==> src/rtl/mem_arb_pkg.sv <==
// -----------------------------------------------------------------------------
// mem_arb_pkg
// Shared definitions for the two-requester memory arbiter:
//   state_e   - arbiter FSM states (IDLE / ISSUE / RESP)
//   REQ_M0/1  - requester index constants (also the encoding of a grant)
//   MASK_W    - byte-write mask width
//   req_pending() - helper: a requester is pending on a read or any write
// Configuration macro used by the files that import this package:
//   MEM_ARB_FIXED_PRIO_EN - m0 wins every tie, no last-grant state
// -----------------------------------------------------------------------------
package mem_arb_pkg;

  typedef enum logic [1:0] {
    ST_IDLE  = 2'd0,
    ST_ISSUE = 2'd1,
    ST_RESP  = 2'd2
  } state_e;

  localparam logic REQ_M0 = 1'b0;
  localparam logic REQ_M1 = 1'b1;

  localparam int MASK_W = 4;

  function automatic logic req_pending(input logic rstrb, input logic [MASK_W-1:0] wmask);
    return rstrb | (|wmask);
  endfunction

endpackage

==> src/rtl/mem_arbiter_rr_arb2.sv <==
// -----------------------------------------------------------------------------
// rr_arb2
// Combinational two-way round-robin grant decision.
// Ports:
//   req_i        [1:0]  pending requests, bit N = requester N
//   last_grant_i        index of the requester granted most recently
//   valid_o             at least one request is pending
//   grant_o             index of the winning requester (meaningful when valid_o)
// A single pending request always wins; on a tie the requester that was not
// granted last wins. Tying last_grant_i to REQ_M1 yields fixed m0 priority.
// -----------------------------------------------------------------------------
module rr_arb2
  import mem_arb_pkg::*;
(
  input  logic [1:0] req_i,
  input  logic       last_grant_i,
  output logic       valid_o,
  output logic       grant_o
);

  always_comb begin
    valid_o = |req_i;
    grant_o = REQ_M0;
    if (req_i == 2'b11) begin
      grant_o = ~last_grant_i;
    end else if (req_i[1]) begin
      grant_o = REQ_M1;
    end
  end

endmodule

==> src/rtl/mem_arbiter.sv <==
// -----------------------------------------------------------------------------
// mem_arbiter
// Shares one single-port RAM between requester 0 (processor) and requester 1
// (loader/debug). Each access takes three cycles: IDLE (arbitrate and latch),
// ISSUE (one-cycle RAM strobe), RESP (one-cycle done pulse, read data passed
// straight through from the RAM).
// Ports:
//   clk, reset                      clock, synchronous active-high reset
//   mN_addr/rstrb/wmask/wdata       requester N request (level, held to done)
//   mN_rdata, mN_done               requester N response
//   mem_addr/rstrb/wmask/wdata      RAM request (strobes active in ISSUE only)
//   mem_rdata                       RAM read data, valid cycle after mem_rstrb
// Configuration:
//   MEM_ARB_FIXED_PRIO_EN  defined: m0 wins every tie (no last-grant register)
//                          undefined: round-robin between m0 and m1
// -----------------------------------------------------------------------------
module mem_arbiter
  import mem_arb_pkg::*;
#(
  parameter int XLEN = 32
) (
  input  logic              clk,
  input  logic              reset,
  input  logic [XLEN-1:0]   m0_addr,
  input  logic              m0_rstrb,
  input  logic [MASK_W-1:0] m0_wmask,
  input  logic [XLEN-1:0]   m0_wdata,
  output logic [XLEN-1:0]   m0_rdata,
  output logic              m0_done,
  input  logic [XLEN-1:0]   m1_addr,
  input  logic              m1_rstrb,
  input  logic [MASK_W-1:0] m1_wmask,
  input  logic [XLEN-1:0]   m1_wdata,
  output logic [XLEN-1:0]   m1_rdata,
  output logic              m1_done,
  output logic [XLEN-1:0]   mem_addr,
  output logic              mem_rstrb,
  output logic [MASK_W-1:0] mem_wmask,
  output logic [XLEN-1:0]   mem_wdata,
  input  logic [XLEN-1:0]   mem_rdata
);

  // Requester ports gathered into arrays so both sides share one code path.
  logic [XLEN-1:0]   req_addr  [2];
  logic [XLEN-1:0]   req_wdata [2];
  logic [MASK_W-1:0] req_wmask [2];
  logic              req_rstrb [2];
  logic [1:0]        pend;
  logic [1:0]        done_vec;
  logic [XLEN-1:0]   rdata_vec [2];

  assign req_addr[0]  = m0_addr;
  assign req_addr[1]  = m1_addr;
  assign req_wdata[0] = m0_wdata;
  assign req_wdata[1] = m1_wdata;
  assign req_wmask[0] = m0_wmask;
  assign req_wmask[1] = m1_wmask;
  assign req_rstrb[0] = m0_rstrb;
  assign req_rstrb[1] = m1_rstrb;

  state_e            state_q;
  logic              owner_q;
  logic              is_read_q;
  logic              done_q;
  logic [XLEN-1:0]   mem_addr_q;
  logic [XLEN-1:0]   mem_wdata_q;
  logic [MASK_W-1:0] mem_wmask_q;
  logic              mem_rstrb_q;

  logic              arb_valid;
  logic              arb_grant;
  logic              last_grant;

`ifdef MEM_ARB_FIXED_PRIO_EN
  // Pretending m1 was always granted last makes m0 win every tie.
  assign last_grant = REQ_M1;
`else
  logic last_grant_q;
  assign last_grant = last_grant_q;
`endif

  rr_arb2 u_arb (
    .req_i        (pend),
    .last_grant_i (last_grant),
    .valid_o      (arb_valid),
    .grant_o      (arb_grant)
  );

  generate
    for (genvar gi = 0; gi < 2; gi++) begin : g_req
      assign pend[gi]      = req_pending(req_rstrb[gi], req_wmask[gi]);
      assign done_vec[gi]  = done_q && (owner_q == 1'(gi));
      // Read data is a pure pass-through of the RAM, gated to the owner's
      // done cycle so nothing leaks to the other requester.
      assign rdata_vec[gi] = (done_vec[gi] && is_read_q) ? mem_rdata : '0;
    end
  endgenerate

  assign m0_done   = done_vec[0];
  assign m1_done   = done_vec[1];
  assign m0_rdata  = rdata_vec[0];
  assign m1_rdata  = rdata_vec[1];
  assign mem_addr  = mem_addr_q;
  assign mem_wdata = mem_wdata_q;
  assign mem_wmask = mem_wmask_q;
  assign mem_rstrb = mem_rstrb_q;

  // Strobes are loaded on the IDLE->ISSUE edge and cleared on ISSUE->RESP,
  // so they are high for exactly the ISSUE cycle. Reset wins over everything,
  // abandoning any access in flight without a done pulse.
  always_ff @(posedge clk) begin
    if (reset) begin
      state_q     <= ST_IDLE;
      owner_q     <= REQ_M0;
      is_read_q   <= 1'b0;
      done_q      <= 1'b0;
      mem_addr_q  <= '0;
      mem_wdata_q <= '0;
      mem_wmask_q <= '0;
      mem_rstrb_q <= 1'b0;
`ifndef MEM_ARB_FIXED_PRIO_EN
      last_grant_q <= REQ_M1;
`endif
    end else begin
      unique case (state_q)
        ST_IDLE: begin
          done_q <= 1'b0;
          if (arb_valid) begin
            owner_q     <= arb_grant;
            mem_addr_q  <= req_addr[arb_grant];
            mem_wdata_q <= req_wdata[arb_grant];
            // Any write mask makes this a write; rstrb is then ignored.
            mem_wmask_q <= req_wmask[arb_grant];
            mem_rstrb_q <= (req_wmask[arb_grant] == '0);
            is_read_q   <= (req_wmask[arb_grant] == '0);
`ifndef MEM_ARB_FIXED_PRIO_EN
            last_grant_q <= arb_grant;
`endif
            state_q     <= ST_ISSUE;
          end
        end
        ST_ISSUE: begin
          mem_wmask_q <= '0;
          mem_rstrb_q <= 1'b0;
          done_q      <= 1'b1;
          state_q     <= ST_RESP;
        end
        ST_RESP: begin
          done_q  <= 1'b0;
          state_q <= ST_IDLE;
        end
        default: begin
          mem_wmask_q <= '0;
          mem_rstrb_q <= 1'b0;
          done_q      <= 1'b0;
          state_q     <= ST_IDLE;
        end
      endcase
    end
  end

endmodule

==> config.mk <==
export PLATFORM = sky130hd
export DESIGN_NAME = mem_arbiter
export DESIGN_NICKNAME = d
export VERILOG_FILES = /design/src/rtl/mem_arb_pkg.sv /design/src/rtl/mem_arbiter_rr_arb2.sv /design/src/rtl/mem_arbiter.sv
export SDC_FILE = /design/constraint.sdc
export NUM_CORES = 1
export LEC_CHECK = 0
export ABC_CLOCK_PERIOD_IN_PS = 1600
export BUFFER_PORTS_ARGS = -buffer_cell sky130_fd_sc_hd__buf_2
export CORE_AREA = 4 4 116 118
export CTS_CLUSTER_DIAMETER = 60
export DETAILED_ROUTE_END_ITERATION = 8
export DIE_AREA = 0 0 120 122
export PLACE_DENSITY = 0.73
export SLEW_MARGIN = 30
export SYNTH_ARGS = -nofsm -noshare
export SYNTH_HDL_FRONTEND = slang
export SYNTH_SLANG_ARGS = --single-unit
==> constraint.sdc <==
create_clock -name clk -period 1.6 [get_ports clk]
set_clock_uncertainty 0.05 [all_clocks]
set_input_delay 0.32 -clock clk [delete_from_list [all_inputs] [get_ports clk]]
set_output_delay 0.32 -clock clk [all_outputs]
set_load 0.01 [all_outputs]
==> reports/metrics.sh <==
OUTCOME='finished with violations'
FAILED_CHECKS='setup timing'
DRT_ITER0_DRC=489
SYNTH.DISTINCT_CELLS=32
MAX_CAP_VIOLATIONS=0
LAYOUT_WORST_PATH_CYCLE_SHARE_PCT=111
CTS_INSERTED_BUFFERS=9
MAX_CLOCK_BUF_DEPTH=2
IO_BUFFER_COUNT=306
BOUNDARYPINS=307
FINAL_NET_COUNT=1008
SYNTH.YOSYS.SEQ_AREA_SHARE_PCT=37.3
RSZ0062_AT_GRT='yes'
WORST-PATH-MAX-FANOUT=6
WORST_SETUP_SLACK_BEFORE_CLOCK_TREE_SYNTHESIS_NS=-0.468
START_UTIL_PCT=32.3
DIE_HEIGHT_UM=122
INSTANCE_COUNT_OF_THE_MAPPED_NETLIST=513
GRT_START_MAX_NET_PINS=42
HOLD_PATH_CLASS='in2reg'
GRT_ANTENNA_BEFORE_REPAIR=1
CRITPATHSLOWESTCELL='sky130_fd_sc_hd__dfxtp_4'
TIMING.FINAL.HOLD_VIOLATIONS=0
CORE_AREA_UM2=12500
ROUTED_WIRE_LENGTH_PER_INSTANCE_UM=20.2
POWER_DENSITY_nW_PER_UM2=871
SYNTH.CELL_AREA_UM2=4030
PEAKVDDDROP_uV=478
SYNTH_FP_NETS=685
START_KIND='register'
REQUIRED_NS=1.23
ASYNC_FLOP_SHARE_PCT=0
CRIT_CHAIN='nand2_4 -> nor2_4 -> buf_12 -> clkbuf_16 -> and2_4 -> buf_6'
LAYOUT_SETUP_WS_NS=-0.175
CTS_HOLD_BUF=0
INSERTION_DELAY_NS=0.33
NFILLCELLS=1060
GRT.TOTAL_USAGE_PCT=22.6
SETUP_VIOL_COUNT_FINAL=113
DRIVE_ABOVE_1_SHARE_PCT=62.8
SYNTHDOMINANTCELLAREASHARE_PCT=37.3
SYNTH_EDF_COUNT=0
GRT_REMAINING_OVERFLOW=0
WORSTSETUPPATHTYPE='reg2out'
CLK_ROOT_BUFFER_CELL='sky130_fd_sc_hd__clkbuf_16'
FMAXACHIEVABLE_MHz=563
SYNTH_SEQ_CELLS=75
DIE_X_UM=120
DETAILEDROUTE.FIRSTPASSITERATIONCOUNT=5
YOSYSWARNINGS=0
TRITONCTS_CLOCK_TREE='yes'
FIRST_GLOBAL_VIAS=5110
LEAKAGE_nW=3.52
MAX_SLEW_MARGIN_PCT=66.2
WORST_SLEW_PIN_SLEW_NS=0.507
YS_TOP_CELLS_BY_AREA='sky130_fd_sc_hd__dfxtp_1, sky130_fd_sc_hd__a311oi_1, sky130_fd_sc_hd__and2_1, sky130_fd_sc_hd__a21oi_1, sky130_fd_sc_hd__o21ai_0'
CRITPATHMAXSTAGEDELAY_NS=0.37
ANT_NETS=0
PLACEMENTROWS=41
GRT_FIRST_PASS_WIRELENGTH_MM=26.5
TOTAL_NUMBER_OF_VIAS=5662
CRITICAL_PATH.ENDPOINT_TYPE='output port'
DIEAREA_UM2=14600
DRT-TOTAL-WL_MM=20.5
SETUP-TNS-FINAL_NS=-10.23
CTS.SINK_COUNT=75
SYNTH-MAIN-FF-CELL='sky130_fd_sc_hd__dfxtp_1'
GP_CONGESTION=0.851
POST_DRT_VIA_CELL_RATIO=5.58
TOTAL_NUMBER_OF_H_TREE_LEVELS=3
CTS.CLK_SLEW.WORST_PATHS_NS=0.06
HPWL_MM=12.7
DRC_VIOLATIONS_LEFT=0
FIN_CRIT_NS=1.78
SYN_TO_FINAL_GROWTH_PCT=93.1
SYNTH_AREA_LEADER_CELL='sky130_fd_sc_hd__dfxtp_1'
POSTSYNTHAREAPERCELL_UM2=7.85
SLEW_VIOL_FINAL=0
TIMING.CRITICAL_PATH.ARRIVAL_NS=1.41
==> worst paths after layout <==
kind                      from            end  slack, ns  cells after the start
setup / recovery     is_read_q    m0_rdata[1]      -0.18                      6
hold / removal    m1_wdata[19]  mem_wdata[19]       0.20                      3
setup reg to reg    last_grant   mem_addr[29]       0.12                      4
hold reg to reg      mem_rstrb      mem_rstrb       0.43                      2
==> logic make-up (layout without fill, tap and decap cells) <==
| logic type | Yosys count | in the layout | share of synthesized area [%] |
|---|---|---|---|
| AO/OA/AOI/OAI | 218 | 218 | 34.2 |
| AND/OR/NAND/NOR | 153 | 155 | 21.4 |
| other | 0 | 2 | 0 |
| flip-flops | 75 | 75 | 37.3 |
| multiplexers | 1 | 1 | 0.280 |
| buffers and inverters | 66 | 392 | 6.87 |
==> layout by cell type (no fill, tap or decap), types with 5 or more instances in the layout <==
master	count
sky130_fd_sc_hd__a21oi_1	65
sky130_fd_sc_hd__a21oi_2	7
sky130_fd_sc_hd__a311oi_1	28
sky130_fd_sc_hd__a311oi_2	36
sky130_fd_sc_hd__and2_1	36
sky130_fd_sc_hd__and2_4	29
sky130_fd_sc_hd__buf_12	17
sky130_fd_sc_hd__buf_2	275
sky130_fd_sc_hd__buf_4	28
sky130_fd_sc_hd__buf_6	37
sky130_fd_sc_hd__buf_8	5
sky130_fd_sc_hd__clkbuf_16	18
sky130_fd_sc_hd__dfxtp_1	72
sky130_fd_sc_hd__nand3_1	17
sky130_fd_sc_hd__nand3_2	40
sky130_fd_sc_hd__nand3_4	9
sky130_fd_sc_hd__o21ai_0	61
sky130_fd_sc_hd__o21ai_1	13
==> metal layers <==
layer  vias up  share of wire, %  track usage [%]
met5         -                 0                0
met4         0               3.1             7.80
met3        49               8.1             5.94
met2       340                51             41.2
met1      2688                37             25.4
li1       2585                 -                -
==> where the power goes <==
part	internal, W	total, W	switching, W	leakage [nW]
registers	0.00210	0.00224	0.000137	0.625
clock network	0.00157	0.00235	0.000787	0.163
logic	0.00103	0.00218	0.00115	2.73
==> critical path, delay by kind of cell (launching register included) <==
family	cells	cell delay, ns
buf+inv	3	0.38
simple gates	3	0.30
flops	1	0.37
==> synth_stat cells, types with 2 or more instances <==
| cell | n |
|---|---|
| sky130_fd_sc_hd__nor3_1 | 5 |
| sky130_fd_sc_hd__nand2_1 | 3 |
| sky130_fd_sc_hd__nor2_1 | 5 |
| sky130_fd_sc_hd__a311oi_1 | 64 |
| sky130_fd_sc_hd__o21ai_1 | 7 |
| sky130_fd_sc_hd__dfxtp_1 | 75 |
| sky130_fd_sc_hd__nand3_1 | 66 |
| sky130_fd_sc_hd__buf_4 | 4 |
| sky130_fd_sc_hd__o21ai_0 | 67 |
| sky130_fd_sc_hd__nand3b_1 | 2 |
| sky130_fd_sc_hd__clkbuf_2 | 3 |
| sky130_fd_sc_hd__buf_2 | 8 |
| sky130_fd_sc_hd__inv_1 | 3 |
| sky130_fd_sc_hd__and2_1 | 65 |
| sky130_fd_sc_hd__clkbuf_1 | 48 |
| sky130_fd_sc_hd__a21oi_1 | 72 |
==> cell type report <==
class / count / area [µm²] / share of cell area, %
repair buffers: 373 / 2700 / 34.7
well taps: 172 / 215 / 2.77
clock inverters: 4 / 97.6 / 1.26
inverters: 3 / 11.3 / 0.145
diodes: 2 / 5.00 / 0.0644
clock buffers: 12 / 246 / 3.17
multi-input cells: 374 / 2990 / 38.4
flip-flops and latches: 75 / 1510 / 19.5
==> timing repair <==
action	CTS	global route
gates resized for setup	18	190
setup endpoints to repair	118	110
setup buffers	3	9
cloned	2	14
pin swaps	3	131
==> registers in the layout (all words and copies together) (netlist names) <==
register and flops:
is_read_q 1, mem_wdata 32, last_grant 1, mem_wmask 4
done_q 1, state_q 2, mem_rstrb 1, owner_q 1
mem_addr 32
==> metrics by stage <==
step                total power, W  instances  hold WS, ns  instance area (µm²)  util [%]
finish                     0.00677       1015        0.201                 7770      62.4
global route               0.00706       1014        0.198                 7770      62.3
CTS                        0.00633        992        0.188                 6530      52.4
detailed placement         0.00392        971        0.418                 6060      48.6
global placement           0.00389        971        0.416                 6060      48.6
floorplan                  0.00310        513        0.420                 4100         -
(Power assumes the default switching activity.)
